--- config.mk ---
export PLATFORM = sky130hd
export DESIGN_NAME = rv32i_pipe_ctrl
export DESIGN_NICKNAME = d
export VERILOG_FILES = /design/src/rtl/rv32i_core_pkg.sv /design/src/rtl/rv32i_dmem_seq.sv /design/src/rtl/rv32i_pipe_ctrl.sv
export SDC_FILE = /design/constraint.sdc
export NUM_CORES = 1
export LEC_CHECK = 0
export CORE_MARGIN = 5
export CORE_UTILIZATION = 40
export CTS_CLUSTER_DIAMETER = 200
export CTS_CLUSTER_SIZE = 40
export DETAILED_ROUTE_END_ITERATION = 12
export DONT_BUFFER_PORTS = 1
export SETUP_SLACK_MARGIN = 0.02
export SYNTH_ARGS = -nofsm -noshare
export SYNTH_HDL_FRONTEND = slang
export SYNTH_SLANG_ARGS = --single-unit
export TNS_END_PERCENT = 100
--- constraint.sdc ---
create_clock -name clk_i -period 2.2 [get_ports clk_i]
set_input_delay 0.33 -clock clk_i [delete_from_list [all_inputs] [get_ports clk_i]]
set_output_delay 0.33 -clock clk_i [all_outputs]
set_load 0.01 [all_outputs]
--- src/rtl/rv32i_core_pkg.sv ---
// Shared types for the RV32I core: pipeline-controller FSM states and per-stage control bundles.
package rv32i_core_pkg;

  localparam int unsigned XLEN   = 32;
  localparam int unsigned REG_AW = 5;

  typedef enum logic [1:0] {
    RUN      = 2'd0,
    MEM_REQ  = 2'd1,
    MEM_RESP = 2'd2
  } pipe_ctrl_state_e;

  typedef struct packed {
    logic stall;
    logic flush;
  } stage_ctrl_t;

endpackage

--- src/rtl/rv32i_dmem_seq.sv ---
// Single-outstanding data-memory sequencer: req/gnt/rvalid handshake, MEM-stage freeze and
// optional access timeout (TIMEOUT_CYCLES = 0 disables it).
module rv32i_dmem_seq
  import rv32i_core_pkg::*;
#(
  parameter int unsigned TIMEOUT_CYCLES = 0
) (
  input  logic clk_i,
  input  logic rst_i,
  input  logic mem_access_i,
  input  logic mem_write_i,
  input  logic dmem_gnt_i,
  input  logic dmem_rvalid_i,
  output logic dmem_req_o,
  output logic dmem_we_o,
  output logic mem_stall_o,
  output logic bus_err_o
);

  localparam int unsigned TO_W    = (TIMEOUT_CYCLES > 1) ? $clog2(TIMEOUT_CYCLES) : 1;
  localparam int unsigned TO_LAST = (TIMEOUT_CYCLES > 0) ? TIMEOUT_CYCLES - 1 : 0;
  localparam bit          TO_EN   = (TIMEOUT_CYCLES != 0);

  pipe_ctrl_state_e state_q, state_d;
  logic             we_q, we_d;
  logic [TO_W-1:0]  cnt_q, cnt_d;
  logic             timeout_hit;

  always_ff @(posedge clk_i or posedge rst_i) begin
    if (rst_i) begin
      state_q <= RUN;
      we_q    <= 1'b0;
      cnt_q   <= '0;
    end else begin
      state_q <= state_d;
      we_q    <= we_d;
      cnt_q   <= cnt_d;
    end
  end

  always_comb begin
    state_d     = state_q;
    we_d        = we_q;
    cnt_d       = '0;
    dmem_req_o  = 1'b0;
    dmem_we_o   = 1'b0;
    mem_stall_o = 1'b0;
    bus_err_o   = 1'b0;
    // cnt_q holds the wait cycles already spent, so this is the TIMEOUT_CYCLES-th one
    timeout_hit = TO_EN && (state_q != RUN) && (cnt_q == TO_W'(TO_LAST));

    case (state_q)
      RUN: begin
        if (mem_access_i) begin
          dmem_req_o = 1'b1;
          dmem_we_o  = mem_write_i;
          we_d       = mem_write_i;
          if (dmem_gnt_i) begin
            if (!mem_write_i) state_d = MEM_RESP;
          end else begin
            state_d     = MEM_REQ;
            mem_stall_o = 1'b1;
          end
        end
      end
      MEM_REQ: begin
        dmem_req_o = 1'b1;
        dmem_we_o  = we_q;
        if (dmem_gnt_i) state_d = we_q ? RUN : MEM_RESP;
        else            mem_stall_o = 1'b1;
      end
      MEM_RESP: begin
        if (dmem_rvalid_i) state_d = RUN;
        else               mem_stall_o = 1'b1;
      end
      default: state_d = RUN;
    endcase

    // Abort: drop the request and release the pipeline in the same cycle
    if (timeout_hit) begin
      bus_err_o   = 1'b1;
      dmem_req_o  = 1'b0;
      dmem_we_o   = 1'b0;
      mem_stall_o = 1'b0;
      state_d     = RUN;
    end

    if (TO_EN && (state_q != RUN) && (state_d == state_q)) cnt_d = cnt_q + TO_W'(1);

    if (rst_i) begin
      dmem_req_o  = 1'b0;
      dmem_we_o   = 1'b0;
      mem_stall_o = 1'b0;
      bus_err_o   = 1'b0;
    end
  end

endmodule

--- src/rtl/rv32i_pipe_ctrl.sv ---
// Hazard/sequencing controller for the 5-stage RV32I pipeline: stalls, flushes, PC redirect.
// Define RV32I_PIPE_CTRL_PERF_EN to add saturating stall/redirect performance counters.
module rv32i_pipe_ctrl
  import rv32i_core_pkg::*;
#(
  parameter int unsigned TIMEOUT_CYCLES = 0,
  parameter int unsigned CNT_W          = 32
) (
  input  logic              clk_i,
  input  logic              rst_i,
  input  logic              id_valid_i,
  input  logic [REG_AW-1:0] id_rs1_addr_i,
  input  logic [REG_AW-1:0] id_rs2_addr_i,
  input  logic              id_rs1_used_i,
  input  logic              id_rs2_used_i,
  input  logic              ex_valid_i,
  input  logic [REG_AW-1:0] ex_rd_addr_i,
  input  logic              ex_mem_read_i,
  input  logic              ex_branch_taken_i,
  input  logic [XLEN-1:0]   ex_branch_target_i,
  input  logic              mem_valid_i,
  input  logic              mem_read_i,
  input  logic              mem_write_i,
  output logic              dmem_req_o,
  output logic              dmem_we_o,
  input  logic              dmem_gnt_i,
  input  logic              dmem_rvalid_i,
  output logic              stall_if_o,
  output logic              stall_id_o,
  output logic              stall_ex_o,
  output logic              stall_mem_o,
  output logic              flush_id_o,
  output logic              flush_ex_o,
  output logic              redirect_valid_o,
  output logic [XLEN-1:0]   redirect_pc_o,
  output logic              bus_err_o
`ifdef RV32I_PIPE_CTRL_PERF_EN
  ,
  output logic [CNT_W-1:0]  perf_mem_stall_cnt_o,
  output logic [CNT_W-1:0]  perf_lu_stall_cnt_o,
  output logic [CNT_W-1:0]  perf_flush_cnt_o
`endif
);

  logic        mem_access;
  logic        mem_stall;
  logic        load_use;
  logic        branch_take;
  stage_ctrl_t ctrl_id;
  stage_ctrl_t ctrl_ex;

  assign mem_access = mem_valid_i & (mem_read_i | mem_write_i);

  rv32i_dmem_seq #(
    .TIMEOUT_CYCLES(TIMEOUT_CYCLES)
  ) u_dmem_seq (
    .clk_i        (clk_i),
    .rst_i        (rst_i),
    .mem_access_i (mem_access),
    .mem_write_i  (mem_write_i),
    .dmem_gnt_i   (dmem_gnt_i),
    .dmem_rvalid_i(dmem_rvalid_i),
    .dmem_req_o   (dmem_req_o),
    .dmem_we_o    (dmem_we_o),
    .mem_stall_o  (mem_stall),
    .bus_err_o    (bus_err_o)
  );

  always_comb begin
    load_use = id_valid_i & ex_valid_i & ex_mem_read_i & (ex_rd_addr_i != '0) &
               ((id_rs1_used_i & (id_rs1_addr_i == ex_rd_addr_i)) |
                (id_rs2_used_i & (id_rs2_addr_i == ex_rd_addr_i)));
    branch_take = ex_branch_taken_i & ~mem_stall;
  end

  // Priority: reset > mem_stall > branch > load-use > run
  always_comb begin
    stall_if_o       = 1'b0;
    stall_mem_o      = 1'b0;
    ctrl_id          = '0;
    ctrl_ex          = '0;
    redirect_valid_o = 1'b0;
    redirect_pc_o    = '0;
    if (!rst_i) begin
      if (mem_stall) begin
        stall_if_o    = 1'b1;
        ctrl_id.stall = 1'b1;
        ctrl_ex.stall = 1'b1;
        stall_mem_o   = 1'b1;
      end else if (branch_take) begin
        redirect_valid_o = 1'b1;
        redirect_pc_o    = ex_branch_target_i;
        ctrl_id.flush    = 1'b1;
        ctrl_ex.flush    = 1'b1;
      end else if (load_use) begin
        stall_if_o    = 1'b1;
        ctrl_id.stall = 1'b1;
        ctrl_ex.flush = 1'b1;
      end
    end
  end

  assign stall_id_o = ctrl_id.stall;
  assign flush_id_o = ctrl_id.flush;
  assign stall_ex_o = ctrl_ex.stall;
  assign flush_ex_o = ctrl_ex.flush;

`ifdef RV32I_PIPE_CTRL_PERF_EN
  logic lu_stall_cycle;
  assign lu_stall_cycle = ~rst_i & load_use & ~mem_stall & ~branch_take;

  always_ff @(posedge clk_i or posedge rst_i) begin
    if (rst_i) begin
      perf_mem_stall_cnt_o <= '0;
      perf_lu_stall_cnt_o  <= '0;
      perf_flush_cnt_o     <= '0;
    end else begin
      if (mem_stall && (perf_mem_stall_cnt_o != '1))
        perf_mem_stall_cnt_o <= perf_mem_stall_cnt_o + CNT_W'(1);
      if (lu_stall_cycle && (perf_lu_stall_cnt_o != '1))
        perf_lu_stall_cnt_o <= perf_lu_stall_cnt_o + CNT_W'(1);
      if (redirect_valid_o && (perf_flush_cnt_o != '1))
        perf_flush_cnt_o <= perf_flush_cnt_o + CNT_W'(1);
    end
  end
`else
  // CNT_W only sizes the perf counters; this build has none.
  if (CNT_W == 0) begin : g_no_perf
  end
`endif

endmodule

==> results.md <==
Die:
- The area inside the core boundary is around 1500 µm².
- The die extent in y is 50.45 µm.
- The total die area is roughly 2500 µm².
- The number of top-level pins is between 100 and 150.
- The number of core rows is 14.
- The die is slightly above 50 µm wide.
- The effective utilization at floorplan is 42.94%.

Timing:
- The shortest clock period the worst path allows after layout is 2012 ps.
- The upper clock frequency limit is 497.0 MHz.
- The clock tree skew after final layout is 2.415 ps.
- Setup violations remaining at the end of the flow were counted as 0.
- Setup slack on the critical path of the routed design comes to approximately 190 ps.
- Setup repair after global routing left no endpoint under its margin.
- The final hold violation count is 0.
- The final count of pins violating max slew is 0.
- After routing, the total negative slack on setup checks comes to 0 ps.
- The post-route fraction of the period consumed by the critical path is about nine tenths.

GRT:
- The number of antenna violations at the first check in global routing is 0.
- The number of global-route vias before repair is between 600 and 700.
- Entering global routing, the biggest net connects 36 pins.
- The first global-routing pass estimated 3111 µm of wire.
- For this run, the total global-route usage over all layers was measured as 15.52%.
- The total congestion overflow after global routing is 0.

Layout:
- The total inserted antenna cells is 0.
- Once layout is complete, the utilization of the core stands at between 40% and 50%.
- The top cell types in the final layout, fill and taps aside, are 32 x and2_1, 8 x xor2_1, 5 x nor2_1.
- In the final layout, the share of cells above drive strength 1 is between 10% and 20%.
- The filler cells instantiated in the layout total about 150.
- The final net count is 147.
- The area overhead of the layout relative to synthesis is 1.721%.
- The library cell used most frequently in the layout, excluding fill and tap cells, is and2_1.

Synthesis:
- The post-synthesis cell type count is 29.
- Counting flops with a built-in enable in the synthesized netlist gives 0.
- The post-synthesis instance total is 86.
- Among all flip-flop cells after synthesis, the most frequent one is dfrtp_1.
- The sequential-to-total area share from yosys stat is ~11%.
- The area of the mapped netlist is around 650 µm².
- Counting flops and latches in the post-synthesis netlist gives 3.
- The per-instance average area after synthesis is around 7.6 µm².
- The proportion of synthesized flip-flops having asynchronous set or reset is 100.0%.
- The synthesized net count is about 150.
- Yosys printed 0 warnings.

Pwr:
- In this run the static leakage power is 0.2772 nW.
- VDD sags by at most about 0.15 mV.
- The share of power burned in combinational logic is 41.3%.
- The switching share of power is 37.40%.
- The net switching power of the design is between 0.1 and 0.15 mW.
- The clock share of power is around 33%.
- Cell internal power was estimated by the tool at about 0.19 mW.
- For this design the ratio of total power to cell area is ~450 nW/µm².
- The portion of total power attributed to sequential cells is between 20% and 30%.

Clock network:
- The number of levels in the clock H-tree is 1.
- The later pin in the worst-skew pair is clocked with a latency of about 230 ps.
- The number of buffers on the longest clock path is 2.
- CTS saw 3 sinks.
- After clock tree synthesis, the clock-pin slew on the worst setup and hold paths is approximately 40 ps.
- The post-CTS repair timing setup buffer count is 0.
- The number of buffers inserted during clock tree synthesis is 3.
- The master cell of the clock root buffer is clkbuf_4.
- The CTS tree is yes.

Setup path:
- On the critical path the largest part of the delay comes from flip-flops.
- In this design, the stage delay of the slowest critical-path cell is ~450 ps.
- The critical path launch point type is a register.
- Data on the critical path arrives at its endpoint at approximately 1700 ps.
- In this run the worst path has a maximum fanout of 35.
- Together, buffers and inverters on the worst path number 1.
- The type of destination of the critical path is an output port.
- Data on the critical path is required at its endpoint by around 1900 ps.
- The signal on the critical path passes through o21a_4 -> nor4b_4 -> buf_4 -> and2_1.
- The setup check on the worst reg-to-reg path leaves a slack of between 1000 and 1500 ps.
- The worst setup path is of the reg -> out kind.
- The slowest stage of the critical path is the dfrtp_1 cell.

Route:
- Once detail routing completed, the nets flagged for antenna violations numbered 0.
- The final route contains 589 vias.
- The detailed-router iteration count before antenna repair is 4.
- The final routed DRC violation total is 0.
- The number of vias per cell after detailed routing is between 5 and 6.
- The routed wire length is 2034 µm.
- The violation count after the first detailed-route iteration is 4.
- Dividing the detail-routed wire length by the instance count gives approximately 20 µm.

Placement:
- The wire-length estimate of the detail-placed layout is about 1800 µm.
- Input and output buffers added on the ports amount to 0.
- The setup slack at placement is around 390 ps.
- The final weighted congestion in routability-driven placement is slightly below 0.8.

Worst hold path:
- In this run the worst hold path is classified as in -> reg.

Status:
- The run finished with clean final reports.

Flow run:
- The max-capacitance violation count is 0.
-- kinds of logic (layout without fill, tap and decap cells) --
| kind of cell | Yosys count | after routing | synth area share [%] |
|---|---|---|---|
| simple gates | 53 | 53 | 51.63 |
| compound gates | 10 | 10 | 12.05 |
| xor+xnor | 10 | 10 | 13.39 |
| buf+inv | 9 | 9 | 10.90 |
| flops | 3 | 3 | 11.47 |
| other cells | 1 | 1 | 0.5731 |
-- cell usage after synthesis, drive strengths merged, types with 2 or more instances --
library cell / n / area (µm²)
o21bai: 2 / 15.01
buf: 7 / 63.81
nor4: 2 / 12.51
o21a: 2 / 22.52
nand2: 3 / 11.26
and2: 33 / 206.5
nor3b: 2 / 20.02
o21ai: 2 / 10.01
dfrtp: 3 / 75.07
xor2: 8 / 70.07
nor2: 5 / 18.77
nor3: 3 / 15.01
xnor2: 2 / 17.52
-- cell type report --
class	count	area, µm²	share of cell area, %
repair buffers	4	32.53	4.887
well taps	16	20.02	3.008
clock buffers	4	26.28	3.947
flip-flops and latches	3	75.07	11.28
multi-input cells	74	508.0	76.32
inverters	1	3.754	0.5639
-- power by group through the flow --
stage / sequential [mW] / clock [mW] / combinational (mW)
floorplan: 0.0710 / 0 / 0.123
global placement: 0.0774 / 0 / 0.122
detailed placement: 0.0772 / 0 / 0.124
CTS: 0.0771 / 0.103 / 0.126
global route: 0.0788 / 0.110 / 0.139
finish: 0.0775 / 0.0971 / 0.123
-- stage by stage --
step	hold slack (ps)	cells	total power, mW	instance area, µm²
2_1_floorplan	83.64	86	0.1944	654.4
3_3_place_gp	96.03	97	0.1997	629.4
3_5_place_dp	97.36	97	0.2014	629.4
4_1_cts	228.4	102	0.3056	665.6
5_1_grt	228.3	102	0.3273	665.6
6_report	236.5	102	0.2975	665.6
-- repair_timing --
item,CTS,global route
hold buffers,1,0
gates resized for setup,0,0
endpoints found under the hold margin,3,0
-- worst reg2reg max path: cells and delay by family, from the launching register on --
family	cells	cell delay (ps)
simple gates	2	370
flops	1	450
compound gates	1	180
-- worst paths after layout --
check                      cells past startpoint                           endpoint                              start
hold / removal                                 1        u_dmem_seq.we_q$_DFFE_PP0P_                        mem_write_i
min in group asynchronous                      2        u_dmem_seq.we_q$_DFFE_PP0P_                              rst_i
max in group asynchronous                      2  u_dmem_seq.state_q[1]$_DFFE_PP0P_                              rst_i
setup reg to reg                               3        u_dmem_seq.we_q$_DFFE_PP0P_  u_dmem_seq.state_q[0]$_DFFE_PP0P_
setup / recovery                               4                  redirect_pc_o[13]  u_dmem_seq.state_q[0]$_DFFE_PP0P_
hold reg to reg                                1        u_dmem_seq.we_q$_DFFE_PP0P_        u_dmem_seq.we_q$_DFFE_PP0P_
-- sequential cells by signal (all words and copies together) (netlist names) --
| register | flops |
|---|---|
| u_dmem_seq.state_q | 2 |
| u_dmem_seq.we_q | 1 |
-- routing by layer --
layer | GRT usage, % | vias to the layer above | part of all wire, %
met2 | 26.45 | 59 | 51
met3 | 9.763 | 0 | 18
met1 | 14.89 | 251 | 31
met4 | 5.957 | 0 | 0
met5 | 0 | - | 0
li1 | - | 279 | -
Power figures use the tool's default switching activity.
